===== config.mk =====
export PLATFORM = sky130hd
export DESIGN_NAME = vga_console_writer
export DESIGN_NICKNAME = d
export VERILOG_FILES = /design/src/rtl/vga_console_writer.sv
export SDC_FILE = /design/constraint.sdc
export NUM_CORES = 1
export LEC_CHECK = 0
export ABC_AREA = 1
export BUFFER_PORTS_ARGS = -buffer_cell sky130_fd_sc_hd__buf_2
export CAP_MARGIN = 20
export CORE_UTILIZATION = 53
export DETAILED_ROUTE_END_ITERATION = 10
export PLACE_DENSITY_LB_ADDON = 0.05
export SLEW_MARGIN = 20
export SYNTH_ARGS = -nofsm -noshare
export SYNTH_HDL_FRONTEND = slang
export SYNTH_SLANG_ARGS = --single-unit

===== constraint.sdc =====
create_clock -name clk -period 2.3 [get_ports clk]
set_input_delay 0.46 -clock clk [delete_from_list [all_inputs] [get_ports clk]]
set_output_delay 0.46 -clock clk [all_outputs]
set_load 0.02 [all_outputs]

===== src/rtl/vga_console_writer.sv =====
// Text-console writer: turns a character stream into cell writes for a
// ROWS x COLS character memory. Handles cursor motion, control codes and
// hardware scrolling through a top_row offset.
module vga_console_writer #(
  parameter int unsigned ROWS   = 29,
  parameter int unsigned COLS   = 69,
  parameter logic [7:0]  BLANK  = 8'h20,
  parameter logic [2:0]  CLR_FG = 3'b111,
  parameter logic [2:0]  CLR_BG = 3'b000
) (
  input  logic       clk,
  input  logic       rst,
  input  logic       in_valid,
  output logic       in_ready,
  input  logic [7:0] in_char,
  input  logic [2:0] in_fg,
  input  logic [2:0] in_bg,
  output logic       we,
  output logic [4:0] wr_addr,
  output logic [6:0] wc_addr,
  output logic [7:0] w_ascii,
  output logic [2:0] w_fg_color,
  output logic [2:0] w_bg_color,
  output logic [4:0] cur_row,
  output logic [6:0] cur_col,
  output logic [4:0] top_row,
  output logic       busy
);

  typedef enum logic [1:0] {S_CLEAR_ALL, S_IDLE, S_CLEAR_LINE} state_t;

  localparam logic [4:0] ROW_MAX = 5'(ROWS - 1);
  localparam logic [6:0] COL_MAX = 7'(COLS - 1);
  localparam logic [5:0] ROWS6   = 6'(ROWS);

  state_t     state_q, state_d;
  logic [4:0] cur_row_q, cur_row_d, top_row_q, top_row_d, clr_row_q, clr_row_d;
  logic [6:0] cur_col_q, cur_col_d, clr_col_q, clr_col_d;
  logic       we_q, we_d;
  logic [4:0] wr_q, wr_d;
  logic [6:0] wc_q, wc_d;
  logic [7:0] asc_q, asc_d;
  logic [2:0] fg_q, fg_d, bg_q, bg_d;
  logic       nl;

  // Logical row to physical row; the sum stays below 2*ROWS so one
  // conditional subtract is enough.
  function automatic logic [4:0] phys(input logic [4:0] top, input logic [4:0] row);
    logic [5:0] s;
    s = {1'b0, top} + {1'b0, row};
    if (s >= ROWS6) s = s - ROWS6;
    return s[4:0];
  endfunction

  // Next-state, cursor and registered write-port decode.
  always_comb begin
    state_d   = state_q;
    cur_row_d = cur_row_q;
    cur_col_d = cur_col_q;
    top_row_d = top_row_q;
    clr_row_d = clr_row_q;
    clr_col_d = clr_col_q;
    we_d      = 1'b0;
    wr_d      = wr_q;
    wc_d      = wc_q;
    asc_d     = asc_q;
    fg_d      = fg_q;
    bg_d      = bg_q;
    nl        = 1'b0;
    case (state_q)
      S_CLEAR_ALL: begin
        we_d  = 1'b1;
        wr_d  = clr_row_q;
        wc_d  = clr_col_q;
        asc_d = BLANK;
        fg_d  = CLR_FG;
        bg_d  = CLR_BG;
        if (clr_col_q == COL_MAX) begin
          clr_col_d = '0;
          if (clr_row_q == ROW_MAX) begin
            clr_row_d = '0;
            state_d   = S_IDLE;
          end else begin
            clr_row_d = clr_row_q + 5'd1;
          end
        end else begin
          clr_col_d = clr_col_q + 7'd1;
        end
      end
      S_CLEAR_LINE: begin
        we_d  = 1'b1;
        wr_d  = clr_row_q;
        wc_d  = clr_col_q;
        asc_d = BLANK;
        fg_d  = CLR_FG;
        bg_d  = CLR_BG;
        if (clr_col_q == COL_MAX) begin
          clr_col_d = '0;
          state_d   = S_IDLE;
        end else begin
          clr_col_d = clr_col_q + 7'd1;
        end
      end
      S_IDLE: begin
        if (in_valid) begin
          if (in_char >= 8'h20 && in_char <= 8'h7E) begin
            we_d  = 1'b1;
            wr_d  = phys(top_row_q, cur_row_q);
            wc_d  = cur_col_q;
            asc_d = in_char;
            fg_d  = in_fg;
            bg_d  = in_bg;
            if (cur_col_q == COL_MAX) begin
              cur_col_d = '0;
              nl        = 1'b1;
            end else begin
              cur_col_d = cur_col_q + 7'd1;
            end
          end else if (in_char == 8'h0A) begin
            cur_col_d = '0;
            nl        = 1'b1;
          end else if (in_char == 8'h0D) begin
            cur_col_d = '0;
          end else if (in_char == 8'h08) begin
            asc_d = BLANK;
            fg_d  = CLR_FG;
            bg_d  = CLR_BG;
            if (cur_col_q != '0) begin
              cur_col_d = cur_col_q - 7'd1;
              we_d      = 1'b1;
              wr_d      = phys(top_row_q, cur_row_q);
              wc_d      = cur_col_q - 7'd1;
            end else if (cur_row_q != '0) begin
              cur_row_d = cur_row_q - 5'd1;
              cur_col_d = COL_MAX;
              we_d      = 1'b1;
              wr_d      = phys(top_row_q, cur_row_q - 5'd1);
              wc_d      = COL_MAX;
            end
          end else if (in_char == 8'h0C) begin
            state_d   = S_CLEAR_ALL;
            cur_row_d = '0;
            cur_col_d = '0;
            top_row_d = '0;
            clr_row_d = '0;
            clr_col_d = '0;
          end
          // A wrapping printable registers its own write this cycle, so the
          // line clear it triggers always starts one cycle later.
          if (nl) begin
            if (cur_row_q < ROW_MAX) begin
              cur_row_d = cur_row_q + 5'd1;
            end else begin
              top_row_d = (top_row_q == ROW_MAX) ? '0 : top_row_q + 5'd1;
              clr_row_d = top_row_q;
              clr_col_d = '0;
              state_d   = S_CLEAR_LINE;
            end
          end
        end
      end
      default: state_d = S_CLEAR_ALL;
    endcase
  end

  // State and output registers; reset restarts a full-screen clear.
  always_ff @(posedge clk or posedge rst) begin
    if (rst) begin
      state_q   <= S_CLEAR_ALL;
      cur_row_q <= '0;
      cur_col_q <= '0;
      top_row_q <= '0;
      clr_row_q <= '0;
      clr_col_q <= '0;
      we_q      <= 1'b0;
      wr_q      <= '0;
      wc_q      <= '0;
      asc_q     <= '0;
      fg_q      <= '0;
      bg_q      <= '0;
    end else begin
      state_q   <= state_d;
      cur_row_q <= cur_row_d;
      cur_col_q <= cur_col_d;
      top_row_q <= top_row_d;
      clr_row_q <= clr_row_d;
      clr_col_q <= clr_col_d;
      we_q      <= we_d;
      wr_q      <= wr_d;
      wc_q      <= wc_d;
      asc_q     <= asc_d;
      fg_q      <= fg_d;
      bg_q      <= bg_d;
    end
  end

  assign in_ready   = (state_q == S_IDLE);
  assign busy       = !in_ready;
  assign we         = we_q;
  assign wr_addr    = wr_q;
  assign wc_addr    = wc_q;
  assign w_ascii    = asc_q;
  assign w_fg_color = fg_q;
  assign w_bg_color = bg_q;
  assign cur_row    = cur_row_q;
  assign cur_col    = cur_col_q;
  assign top_row    = top_row_q;

endmodule


==> summary.md <==
| Metric | Value |
|---|---|
| Post-Synth Adder-Cell Area | `7.78%` |
| Most frequent cells after synthesis | `nand2_1, inv_1, dfrtp_1` |
| Wire per inst | `14.6 um` |
| RSZ-0062 raised after global routing | `yes` |
| Post-synthesis mux area share | `0%` |
| MaxCap Viol Count | `0` |
| Critical Path RT | `about 2.6 ns` |
| CP Launch Type | `register` |
| Start of the worst register-to-register path | `cur_row[0]$_DFFE_PP0P_` |
| Leakage power figure | `roughly 2.8 nW` |
| Tot Pwr | `approximately 5.6 mW` |
| Async SR Flop Fraction | `100%` |
| DR vias | `~4400` |
| Layout cell share with drive strength beyond 1 | `about 30%` |
| Post-synth EDFFs | `0` |
| Max-slew headroom | `51.8%` |
| Largest net degree at the start of global routing | `38` |
| CTS max path bufs | `2` |
| XOR/XNOR Fraction of Synth Area | `4.20%` |
| DRT antenna net count | `0` |
| Area leader, netlist | `dfrtp_1` |
| Number of buffers created by CTS | `9` |
| Vias in the first global route | `4103` |
| Outcome | `finished with violations` |
| Peak supply drop | `0.608 mV` |
| Max Clock Skew | `approximately 0.017 ns` |
| DRC Markers | `0` |
| First-pass GRT wire length | `19200 um` |
| Slew Viols, Final | `0` |
| First-pass iteration count of the detailed router | `5` |
| Initial Utilization | `around 56%` |
| Flops & latches, synth | `just under 60` |
| Diodes inserted | `0` |
| Critical path data arrival time | `between 2 and 3 ns` |
| Pwr Density | `1040 mW/mm^2` |
| Area growth syn-to-layout | `24.5%` |
| DIE WIDTH | `a little over 90 um` |
| Synthesized area per cell | `7.40 um^2` |
| Min Tclk post-route | `2.35 ns` |
| Endpoints failing hold | `0` |
| Register-to-Register Path Depth | `13` |
| Drt via density | `5.46` |
| Cells after Synth | `591` |
| Die Y | `roughly 93 um` |
| Initial DRC count | `196` |
| Critical path class | `register to register` |
| Endpoint class of the critical path | `register` |
| Total track usage | `28.3%` |
| Clock Tree Root | `clkbuf_8` |
| Largest family of logic cells by synthesized area | `simple AND/OR/NAND/NOR gates` |
| Ports | `63` |
| Sequential share of the synthesized area | `between 30% and 40%` |
| Initial antenna violation count | `0` |
| TritonCTS Sinks | `58` |
| Post-DP HPWL | `8410 um` |
| Gp weighted congestion | `0.916` |
| Slew @ Worst Pin | `0.722 ns` |
| Fin crit share | `102%` |
| Fin nets | `733` |
| Yosys cell types | `41` |
| Crit Path Max Fanout | `4` |
| RR Endpoint | `wr_addr[3]$_DFFE_PP0P_` |
| Yosys top cell area share | `33.2%` |
| DP Worst Slack | `-0.0894 ns` |
| PortBufs | `a little over 60` |
| H-tree depth | `3` |
| Worst-path clk slew | `0.08 ns` |
| Final WS setup | `-0.0542 ns` |
| Filler instances | `682` |
| Site Rows | `32` |
| Max Fclk | `425 MHz` |
| Failing checks | `negative setup slack` |
| Remaining Overflow, GRT | `0` |
| Net Count, Synth | `634` |
| Synthesized cell area | `0.00437 mm^2` |
| Post-Synth Simple-Gate Area | `31.0%` |
| Synth top area cells | `dfrtp_1, nand2_1, ha_1` |
| Most used DFF post-synth | `dfrtp_1` |
| Worst reg2reg setup slack | `-0.05 ns` |
| CTS tree | `yes` |
| Core Area | `a little under 0.008 mm^2` |
| Die area | `0.00862 mm^2` |
| Routed WL | `11700 um` |
| Final setup fails | `3` |
| Cell with the most instances after synthesis | `nand2_1` |
| Compound-Gate Fraction of Synth Area | `14.6%` |
| Clock Latency Late Sink | `~0.35 ns` |
| Post-CTS Hold Fix Bufs | `0` |
| YS warnings | `0` |
| Hold WC Path Type | `input pin to asynchronous set/reset pin` |
==> report_power, final <==
part,internal (mW),switching (mW),total (mW)
registers,1.30,0.258,1.56
logic,1.23,1.75,2.97
clock network,0.670,0.444,1.11
==> final cells by class <==
type,count,area [um^2],area share (%)
clock buffer,12,155,2.85
clock inverter,4,73.8,1.36
inverter,79,304,5.58
multi-input combinational,440,2700,49.6
sequential,58,1460,26.8
tap,102,128,2.34
timing repair buffer,102,627,11.5
==> worst max-delay path, cell delays in order, from the launching register on <==
cell and delay [ns]:
dfrtp_2 0.40, inv_4 0.05, ha_4 0.25, inv_2 0.03
fa_1 0.49, inv_2 0.06, buf_4 0.13, buf_4 0.13
a21oi_1 0.18, xnor2_1 0.15, nand2_1 0.09, nand3_1 0.10
nand3_2 0.08, a21oi_2 0.14
==> cell usage in the layout (no fill, tap or decap), types with 3 or more instances in the layout <==
cell / netlist / routed
nand2_1: 142 / 136
buf_2: 6 / 62
inv_1: 61 / 54
dfrtp_1: 58 / 54
nand3_1: 57 / 53
nor2_1: 44 / 43
buf_4: 1 / 38
o21ai_0: 31 / 31
inv_2: 15 / 21
a21oi_1: 22 / 19
ha_1: 24 / 16
nand2_2: 9 / 13
o21ai_1: 12 / 12
clkbuf_8: 0 / 11
nand4_1: 10 / 10
xor2_1: 12 / 10
xnor2_1: 9 / 9
o31ai_1: 8 / 8
o22ai_1: 7 / 7
o21ai_2: 7 / 7
nor3_1: 7 / 6
nand3_2: 2 / 5
nor2_2: 5 / 5
nand2_4: 3 / 5
a31oi_1: 5 / 5
ha_4: 0 / 5
a21oi_2: 2 / 4
o211ai_1: 4 / 4
dfrtp_2: 0 / 4
nand3_4: 2 / 3
nor2_4: 2 / 3
clkinv_2: 2 / 3
a22oi_1: 3 / 3
ha_2: 0 / 3
==> per-stage QoR <==
stage	std cells	hold WS (ns)	cell area [um^2]	setup TNS [ns]	util [%]
finish	797	0.134	5440	-0.110	69.4
global route	797	0.174	5440	-0.795	69.4
CTS	788	0.160	5260	-0.0268	67.0
detailed placement	770	0.470	4970	-0.165	63.4
global placement	770	0.460	4970	0	63.4
floorplan	591	0.508	4410	-0.0747	-
==> layer usage <==
metal | track usage, % | wire length [um] | vias up
met1 | 35.3 | 5060 | 2065
met3 | 5.09 | 494 | 20
li1 | - | - | 2146
met5 | 0 | 0 | -
met4 | 9.10 | 211 | 0
met2 | 49.2 | 5890 | 119
==> registers in the layout, summed over array words and instances (netlist names) <==
register and cells:
w_ascii 8, state_q 2, wc_addr 7, clr_row_q 5
wr_addr 5, cur_col 7, w_fg_color 3, cur_row 5
top_row 5, w_bg_color 3, we 1, clr_col_q 7
==> logic make-up after synthesis <==
family	Yosys count
xor+xnor	21
buf+inv	93
compound gates	105
flops	58
simple gates	288
fa+ha+maj	26
==> repair_timing <==
action | in CTS | in global routing
pin swaps | 5 | 9
setup buffers | 2 | 9
gates resized for setup | 8 | 23
setup endpoints to repair | 4 | 5
==> worst max path at each step <==
stage / start / to / cells past startpoint
final: cur_row[0]$_DFFE_PP0P_ / wr_addr[3]$_DFFE_PP0P_ / 13
after global routing: cur_row[0]$_DFFE_PP0P_ / wr_addr[0]$_DFFE_PP0P_ / 18
after CTS: cur_row[0]$_DFFE_PP0P_ / wr_addr[0]$_DFFE_PP0P_ / 18
after detailed placement: cur_row[0]$_DFFE_PP0P_ / wr_addr[0]$_DFFE_PP0P_ / 18
after global placement: cur_row[0]$_DFFE_PP0P_ / wr_addr[2]$_DFFE_PP0P_ / 11
after floorplan: cur_row[1]$_DFFE_PP0P_ / wr_addr[0]$_DFFE_PP0P_ / 18
Note: power is estimated with default switching activity, not from simulation.
